**config.mk**
```make
export PLATFORM = sky130hd
export DESIGN_NAME = count8_arbctrl_flat
export DESIGN_NICKNAME = d
export VERILOG_FILES = /design/src/rtl/count8_arbctrl_if.sv /design/src/rtl/count8_arbctrl.sv /design/src/flat_wrapper.sv
export SDC_FILE = /design/constraint.sdc
export NUM_CORES = 1
export LEC_CHECK = 0
export CAP_MARGIN = 15
export CORE_UTILIZATION = 43
export CTS_CLUSTER_DIAMETER = 60
export CTS_CLUSTER_SIZE = 40
export DETAILED_ROUTE_END_ITERATION = 8
export PLACE_DENSITY = 0.84
export RECOVER_POWER = 100
export SETUP_SLACK_MARGIN = 0.4
export SLEW_MARGIN = 20
export SYNTH_ARGS = -nofsm -noshare
export SYNTH_HDL_FRONTEND = slang
export SYNTH_SLANG_ARGS = --single-unit
export TNS_END_PERCENT = 1
```
**constraint.sdc**
```tcl
create_clock -name clk -period 4.2 [get_ports clk]
set_input_delay 1.26 -clock clk [delete_from_list [all_inputs] [get_ports clk]]
set_output_delay 1.26 -clock clk [all_outputs]
set_load 0.02 [all_outputs]
```
**src/rtl/count8_arbctrl_if.sv**
```systemverilog
// Requester and counter-side signals of the shared 8-bit counter arbiter.
// The arbiter uses the slave modport; requesters and the counter use master.
interface count8_arbctrl_if #(parameter int WIDTH = 8);
  logic             req0;
  logic [WIDTH-1:0] start0;
  logic [WIDTH-1:0] term0;
  logic             req1;
  logic [WIDTH-1:0] start1;
  logic [WIDTH-1:0] term1;
  logic             abort;
  logic [WIDTH-1:0] cnt_q;
  logic             cnt_load;
  logic             cnt_en;
  logic [WIDTH-1:0] cnt_val;
  logic             gnt0;
  logic             gnt1;
  logic             done0;
  logic             done1;
  logic             busy;

  modport slave (
    input  req0, start0, term0, req1, start1, term1, abort, cnt_q,
    output cnt_load, cnt_en, cnt_val, gnt0, gnt1, done0, done1, busy
  );

  modport master (
    output req0, start0, term0, req1, start1, term1, abort, cnt_q,
    input  cnt_load, cnt_en, cnt_val, gnt0, gnt1, done0, done1, busy
  );
endinterface

```
**src/rtl/count8_arbctrl.sv**
```systemverilog
// Two-way round-robin controller for a shared loadable up-counter.
// A granted job loads its start value, counts until cnt_q hits its terminal
// value, pulses done to the owner and releases the counter.
module count8_arbctrl #(
  parameter int WIDTH = 8
) (
  input  logic               clk,
  input  logic               res,
  count8_arbctrl_if.slave    bus
);

  typedef enum logic [1:0] {IDLE, LOAD, RUN, DONE} state_t;

  typedef struct packed {
    logic [WIDTH-1:0] start;
    logic [WIDTH-1:0] term;
  } job_t;

  state_t state_q, state_d;
  logic   owner_q, owner_d;
  logic   ptr_q, ptr_d;     // index of the requester favoured on a tie
  job_t   job_q, job_d;
  logic   sel;
  logic   match;

  // Tie goes to the pointer; a lone request wins outright.
  assign sel   = (bus.req0 && bus.req1) ? ptr_q : bus.req1;
  assign match = (bus.cnt_q == job_q.term);

  // State, owner, pointer and latched job operands.
  always_ff @(posedge clk or negedge res) begin
    if (!res) begin
      state_q <= IDLE;
      owner_q <= 1'b0;
      ptr_q   <= 1'b0;
      job_q   <= '0;
    end else begin
      state_q <= state_d;
      owner_q <= owner_d;
      ptr_q   <= ptr_d;
      job_q   <= job_d;
    end
  end

  // Next-state: abort in LOAD/RUN beats a terminal match and still rotates.
  always_comb begin
    state_d = state_q;
    owner_d = owner_q;
    ptr_d   = ptr_q;
    job_d   = job_q;
    case (state_q)
      IDLE: begin
        if (bus.req0 || bus.req1) begin
          owner_d = sel;
          job_d   = sel ? job_t'{start: bus.start1, term: bus.term1}
                        : job_t'{start: bus.start0, term: bus.term0};
          state_d = LOAD;
        end
      end
      LOAD: begin
        if (bus.abort) begin
          ptr_d   = ~owner_q;
          state_d = IDLE;
        end else begin
          state_d = RUN;
        end
      end
      RUN: begin
        if (bus.abort) begin
          ptr_d   = ~owner_q;
          state_d = IDLE;
        end else if (match) begin
          state_d = DONE;
        end
      end
      DONE: begin
        ptr_d   = ~owner_q;
        state_d = IDLE;
      end
      default: state_d = IDLE;
    endcase
  end

  // Moore decode of grant/done/load; enable also looks at cnt_q and abort.
  always_comb begin
    bus.busy     = (state_q != IDLE);
    bus.gnt0     = bus.busy && !owner_q;
    bus.gnt1     = bus.busy &&  owner_q;
    bus.done0    = (state_q == DONE) && !owner_q;
    bus.done1    = (state_q == DONE) &&  owner_q;
    bus.cnt_load = (state_q == LOAD);
    bus.cnt_val  = job_q.start;
    bus.cnt_en   = (state_q == RUN) && !bus.abort && !match;
  end

endmodule

```
**src/flat_wrapper.sv**
```systemverilog
// flat-port wrapper written by rule: the top's interface ports become plain ports
module count8_arbctrl_flat 
#(
  parameter int WIDTH = 8
)
  (clk, res, bus_req0, bus_start0, bus_term0, bus_req1, bus_start1, bus_term1, bus_abort, bus_cnt_q, bus_cnt_load, bus_cnt_en, bus_cnt_val, bus_gnt0, bus_gnt1, bus_done0, bus_done1, bus_busy);
  count8_arbctrl_if #(.WIDTH(WIDTH)) bus_i ();
  input  logic clk;
  input  logic res;
  input wire logic [$bits(bus_i.req0)-1:0] bus_req0;
  input wire logic [$bits(bus_i.start0)-1:0] bus_start0;
  input wire logic [$bits(bus_i.term0)-1:0] bus_term0;
  input wire logic [$bits(bus_i.req1)-1:0] bus_req1;
  input wire logic [$bits(bus_i.start1)-1:0] bus_start1;
  input wire logic [$bits(bus_i.term1)-1:0] bus_term1;
  input wire logic [$bits(bus_i.abort)-1:0] bus_abort;
  input wire logic [$bits(bus_i.cnt_q)-1:0] bus_cnt_q;
  output wire logic [$bits(bus_i.cnt_load)-1:0] bus_cnt_load;
  output wire logic [$bits(bus_i.cnt_en)-1:0] bus_cnt_en;
  output wire logic [$bits(bus_i.cnt_val)-1:0] bus_cnt_val;
  output wire logic [$bits(bus_i.gnt0)-1:0] bus_gnt0;
  output wire logic [$bits(bus_i.gnt1)-1:0] bus_gnt1;
  output wire logic [$bits(bus_i.done0)-1:0] bus_done0;
  output wire logic [$bits(bus_i.done1)-1:0] bus_done1;
  output wire logic [$bits(bus_i.busy)-1:0] bus_busy;
  assign bus_i.req0 = bus_req0;
  assign bus_i.start0 = bus_start0;
  assign bus_i.term0 = bus_term0;
  assign bus_i.req1 = bus_req1;
  assign bus_i.start1 = bus_start1;
  assign bus_i.term1 = bus_term1;
  assign bus_i.abort = bus_abort;
  assign bus_i.cnt_q = bus_cnt_q;
  assign bus_cnt_load = bus_i.cnt_load;
  assign bus_cnt_en = bus_i.cnt_en;
  assign bus_cnt_val = bus_i.cnt_val;
  assign bus_gnt0 = bus_i.gnt0;
  assign bus_gnt1 = bus_i.gnt1;
  assign bus_done0 = bus_i.done0;
  assign bus_done1 = bus_i.done1;
  assign bus_busy = bus_i.busy;
  count8_arbctrl #(.WIDTH(WIDTH)) u_core (.clk(clk), .res(res), .bus(bus_i));
endmodule
```
==> qor.csv, run 1 <==
metric;value;unit
Synth warnings;0;
H-tree Lvls;1;
setup TNS;0;ps
post-DR vias/cell;5.01;
CP max stage cell;clkdlybuf4s50_1;
Port Buf Inserts;59;
Synth Cell Area;1240;um^2
crit-path max cell delay;440;ps
DRT iter0 DRCs;24;
total congestion overflow;0;
drt first pass iters;5;
Antenna Cells;0;
CP endpoint kind;output pin;
Detail Route Antenna Nets;0;
largest net degree at the start of global routing;34;
Clock Skew;2.92;ps
Clk pin slew, worst setup/hold paths;110;ps
RSZ-0062 raised after global routing;false;
HP Class;register to register;
starting density of the core;45.4;%
CP startpoint kind;input port;
Slew headroom;31.5;%
Post-Syn Nets;172;
Met1 Wirelength;1080;um
worst-case clock buffer depth;2;
largest cells by area after synthesis;dfrtp_1 40%, mux2i_1 15%, o21ai_1 6.9%;
setup violators final;0;
Die Wd;55.7;um
worst-path maximum fanout;3;
Area growth syn-to-layout;47.4;%
maximum vdd drop;0.560;mV
nets;226;
Setup WS pre-CTS;-38.9;ps
Total Wirelength;2690;um
Final Core Density;66.9;%
#FFs+latches synth;20;
Cells after Synth;122;
std cell rows;19;
critical path class;input port to output pin;
post-route cell area;1830;um^2
Top Metal Used;met4;
Final Cycle Share;88.8;%
Distinct cells, synth;27;
WL met3;194;um
post-placement cell area;1780;um^2
Boundary Pins;60;
core area;2730;um^2
CTS buffer count;3;
DR vias;1027;
crit-path cells;clkdlybuf4s50_1 > xor2_2 > nor4_4 > a21oi_2 > buf_4;
register area share after synthesis;40.3;%
fin crit period;3730;ps
dpl hpwl;2100;um
total track usage;18.2;%
share of cells above drive strength 1;9.77;%
vias in the first global route;1022;
average cell area after synthesis;10.2;um^2
commonest non-fill, non-tap cell in the layout;clkdlybuf4s50_1;
DR WL met2;1380;um
Root Buffer;clkbuf_4;
die height;55.7;um
status;complete, no violations;
# clock sinks;20;
first-pass GRT wire length;4400;um
Critical Path RT;2940;ps
CTS tree;built;
Worst Max-Slew Pin Slew;1020;ps
Final WS setup;469;ps
max capacitance violation total;0;
leakage;0.879;nW
Yosys top cell area share;40.3;%
worst skew pair latency;290;ps
delay-heaviest family, CP;buffers and inverters;
Max Slew Vio Count;0;
Final GP Congestion;0.793;
Synth area leader;dfrtp_1;
initial antenna violation count;0;
DIE AREA;3110;um^2
power per cell area;568;nW/um^2
most frequent cells in the layout;36 x clkdlybuf4s50_1, 20 x dfrtp_1, 19 x nand2_1;
Arr. time, crit path;2470;ps
crit path buf inv count;2;
drt wl/cell;13.1;um
fmax;268;MHz
Final Hold Viols;0;
detailed-route DRC error count;0;
==> metal layers <==
metal / track usage [%] / vias to the layer above
li1: - / 513
met1: 20.2 / 468
met2: 34.1 / 42
met3: 3.72 / 4
met4: 6.43 / 0
met5: 0 / -
==> registers in the layout (all words and copies together), names as in the netlist <==
register,flops
u_core.bus.cnt_val,8
u_core.job_q,8
u_core.state_q,2
u_core.owner_q,1
u_core.ptr_q,1
==> worst paths after layout <==
| path | startpoint | to | slack (ps) | cells after the start |
|---|---|---|---|---|
| min in group asynchronous | res | u_core.bus.cnt_val[0] | 1520 | 1 |
| worst min register to register | u_core.bus.cnt_val[5] | u_core.bus.cnt_val[5] | 500 | 2 |
| worst min-delay path | u_core.bus.cnt_val[5] | u_core.bus.cnt_val[5] | 500 | 2 |
| worst max-delay path | bus_cnt_q[4] | bus_cnt_en | 470 | 5 |
| worst max register to register | u_core.ptr_q | u_core.job_q[7] | 1850 | 4 |
| max in group asynchronous | res | u_core.job_q[0] | 2140 | 1 |
==> report_power, final <==
| group | total, mW | internal (mW) | switching, mW | leakage, nW |
|---|---|---|---|---|
| Combinational | 0.594 | 0.269 | 0.326 | 0.619 |
| Clock | 0.0880 | 0.0334 | 0.0546 | 0.0138 |
| Sequential | 0.356 | 0.289 | 0.0676 | 0.246 |
| Total | 1.04 | 0.590 | 0.448 | 0.879 |
==> worst reg2reg max path: cells and delay by family (launching register included) <==
kind | cells | cell delay [ps]
flip-flops | 1 | 390
multiplexers | 1 | 260
buffers and inverters | 1 | 700
AO/OA/AOI/OAI | 2 | 890
==> layout make-up <==
type                            count  area, um^2
Fill cell                         218         905
Multi-Input combinational cell     85         636
Timing Repair Buffer               62         617
Sequential cell                    20         500
Tap cell                           31        38.8
Clock buffer                        3        22.5
Inverter                            4        15.0
==> through the flow <==
step / power, mW / std cells / hold WS [ps]
after floorplan: 0.803 / 122 / 457
after global placement: 0.960 / 201 / 468
after detailed placement: 0.986 / 201 / 487
after CTS: 1.08 / 204 / 512
after global routing: 1.12 / 205 / 522
final: 1.04 / 205 / 499
==> Yosys cell counts (all sizes together) <==
| master | number |
|---|---|
| a211o | 1 |
| a21oi | 2 |
| and2 | 1 |
| and2b | 1 |
| buf | 11 |
| clkbuf | 2 |
| dfrtp | 20 |
| ha | 5 |
| inv | 4 |
| mux2i | 18 |
| nand2 | 19 |
| nand2b | 2 |
| nor2 | 2 |
| nor2b | 1 |
| nor3 | 1 |
| nor4 | 2 |
| o211ai | 1 |
| o21ai | 20 |
| or4 | 1 |
| xor2 | 8 |
==> timing repair <==
item / in CTS / in global routing
pin swaps: 1 / 4
setup endpoints to repair: 1 / 1
hold buffers: 0 / 0
resized for setup: 6 / 6
buffers inserted: 0 / 1
==> logic make-up after synthesis <==
group | synth area share (%)
and+or+nand+nor | 13.0
AOI/OAI and AO/OA | 11.9
DFF | 40.3
muxes | 14.5
buffers and inverters | 9.58
xor gates and xnor gates | 5.65
adders and majority gates | 5.04
Note: power is estimated with default switching activity, not from simulation.
==> inputs of run 2 (changes only) <==
CTS_CLUSTER_DIAMETER = 30   (was 60)
PLACE_DENSITY = 0.92   (was 0.84)
==> run 2 against run 1 <==
Critical endpoint unchanged. Total power grew 1.8%. Utilization shrank 0.78 points. Global-route usage grew 2.6 points. Combinational power shrank 0.8%. Sequential share of layout area grew 0.32 points. Clock-buffer cell count grew 1. Largest power group unchanged. Clock skew is essentially flat. Final area shrank 1.2%. Maximum frequency shrank 2.5%. Largest cell class unchanged.
==> qor.csv, run 2 (synthesized netlist as in run 1, its figures left out) <==
metric;value;unit
starting density of the core;45.4;%
Clock Skew;2.79;ps
CP Depth;5;
total congestion overflow;0;
Top Metal Used;met4;
Boundary Pins;60;
clock share of power;10.7;%
final std cells w/o fill;206;
CP max stage cell;clkdlybuf4s50_1;
DR WL met2;1560;um
worst-path maximum fanout;2;
power per cell area;585;nW/um^2
Post-CTS Setup Repair Bufs;0;
WL met3;173;um
Final Cycle Share;91.1;%
Final Core Density;66.1;%
power share of the combinational group;55.7;%
drt first pass iters;4;
hold path endpoint;u_core.bus.cnt_val[3];
Root Buffer;clkbuf_4;
status;complete, no violations;
power share of the sequential group;33.6;%
sw frac;43.0;%
first-pass GRT wire length;4960;um
commonest non-fill, non-tap cell in the layout;clkdlybuf4s50_1;
Die Wd;55.7;um
largest net degree at the start of global routing;21;
nets;226;
Hold Startpoint;u_core.bus.cnt_val[3];
CTS tree;built;
critical path class;input port to output pin;
Met1 Wirelength;1150;um
total track usage;20.8;%
share of cells above drive strength 1;8.00;%
internal power;0.602;mW
Cells after DPL;202;
crit-path cells;clkdlybuf4s50_1 > xor2_1 > nor4_4 > a21oi_1 > clkbuf_1;
std cell rows;19;
dpl hpwl;2460;um
worst-case clock buffer depth;2;
setup TNS;0;ps
vias in the first global route;1083;
Total Wirelength;2980;um
FF-to-FF End;u_core.job_q[1];
post-DR vias/cell;5.07;
Final WS setup;372;ps
Final Hold Viols;0;
crit path buf inv count;2;
drt wl/cell;14.5;um
P_sw;0.455;mW
DIE AREA;3110;um^2
Arr. time, crit path;2570;ps
leakage;0.849;nW
Detail Route Antenna Nets;0;
worst skew pair latency;300;ps
flop2flop setup slack;1940;ps
fin crit period;3830;ps
Worst R2R Start;u_core.state_q[0];
# clock sinks;20;
HP Class;register to register;
core area;2730;um^2
Clk pin slew, worst setup/hold paths;110;ps
Worst Max-Slew Pin Slew;1440;ps
CP endpoint kind;output pin;
Max Slew Vio Count;0;
crit-path max cell delay;480;ps
CP startpoint kind;input port;
Critical Path RT;2940;ps
max capacitance violation total;0;
maximum vdd drop;0.391;mV
setup violators final;0;
crit path launch;bus_cnt_q[0];
delay-heaviest family, CP;buffers and inverters;
Slew headroom;3.18;%
most frequent cells in the layout;42 x clkdlybuf4s50_1, 20 x dfrtp_1, 19 x nand2_1;
DR vias;1045;
fmax;261;MHz
CTS buffer count;3;
Antenna Cells;0;
H-tree Lvls;1;
RSZ-0062 raised after global routing;false;
Final GP Congestion;0.788;
Setup WS pre-CTS;72.5;ps
die height;55.7;um
reg2reg path depth;5;
Area growth syn-to-layout;45.7;%
initial antenna violation count;0;
DRT iter0 DRCs;26;
WHS Path Cells;2;
Port Buf Inserts;59;
detailed-route DRC error count;0;
Hold Buf Count CTS;0;
-- run 2: cell types whose count changed in the layout (fill, tap and decap cells not counted), sizes merged --
cell	delta
clkdlybuf4s50	+6
dlymetal6s2s	-4
clkbuf	+2
buf	-1
dlygate4sd3	-2
-- run 2: tightest hold or removal path: cells and delay by family, from the launching register on --
family	cells	cell delay, ps
flip-flops	1	350
AO/OA/AOI/OAI	1	60
AND/OR/NAND/NOR	1	40
-- run 2: what timing repair did --
item | 4_1_cts | 5_1_grt
endpoints found under the hold margin | 0 | 0
setup endpoints to repair | 1 | 0
gates resized for setup | 4 | 0
-- run 2: routing by layer --
| layer | track usage (%) | vias up |
|---|---|---|
| li1 | - | 512 |
| met1 | 22.7 | 483 |
| met2 | 37.7 | 42 |
| met3 | 4.88 | 8 |
| met4 | 9.64 | 0 |
| met5 | 0 | - |
-- run 2: stage by stage --
step / total power [mW] / hold WS [ps] / cell area [um^2]
2_1_floorplan: 0.803 / 457 / 1240
5_1_grt: 1.13 / 528 / 1810
4_1_cts: 1.11 / 502 / 1820
6_report: 1.06 / 491 / 1810
3_5_place_dp: 1.00 / 477 / 1790
3_3_place_gp: 0.960 / 470 / 1790
-- run 2: cell type report --
| class | instances | area, um^2 |
|---|---|---|
| multi-input cells | 85 | 614 |
| inverters | 4 | 15.0 |
| clock buffers | 4 | 36.3 |
| repair buffers | 62 | 603 |
| well taps | 31 | 38.8 |
| fillers | 212 | 926 |
| flip-flops and latches | 20 | 500 |
-- run 2: worst max-delay path by stage --
stage | slack (ps) | to
after detailed placement | 70 | bus_cnt_en
after global routing | 300 | bus_cnt_en
after CTS | 470 | bus_cnt_en
after global placement | 70 | bus_cnt_en
after floorplan | 1050 | bus_cnt_en
final | 370 | bus_cnt_en
-- run 2: power by group through the flow --
| stage | logic [mW] | clock network [mW] | registers, mW |
|---|---|---|---|
| 3_3_place_gp | 0.606 | 0 | 0.354 |
| 6_report | 0.589 | 0.113 | 0.355 |
| 3_5_place_dp | 0.643 | 0 | 0.360 |
| 4_1_cts | 0.643 | 0.114 | 0.356 |
| 5_1_grt | 0.650 | 0.121 | 0.363 |
| 2_1_floorplan | 0.461 | 0 | 0.342 |
==> inputs of run 3 (changes only) <==
CTS_BUF_LIST = sky130_fd_sc_hd__clkbuf_4 sky130_fd_sc_hd__clkbuf_8 sky130_fd_sc_hd__clkbuf_16   (was not set)
==> results of run 3 <==
The final DEF is identical to that of run 2; final timing and power are the same.
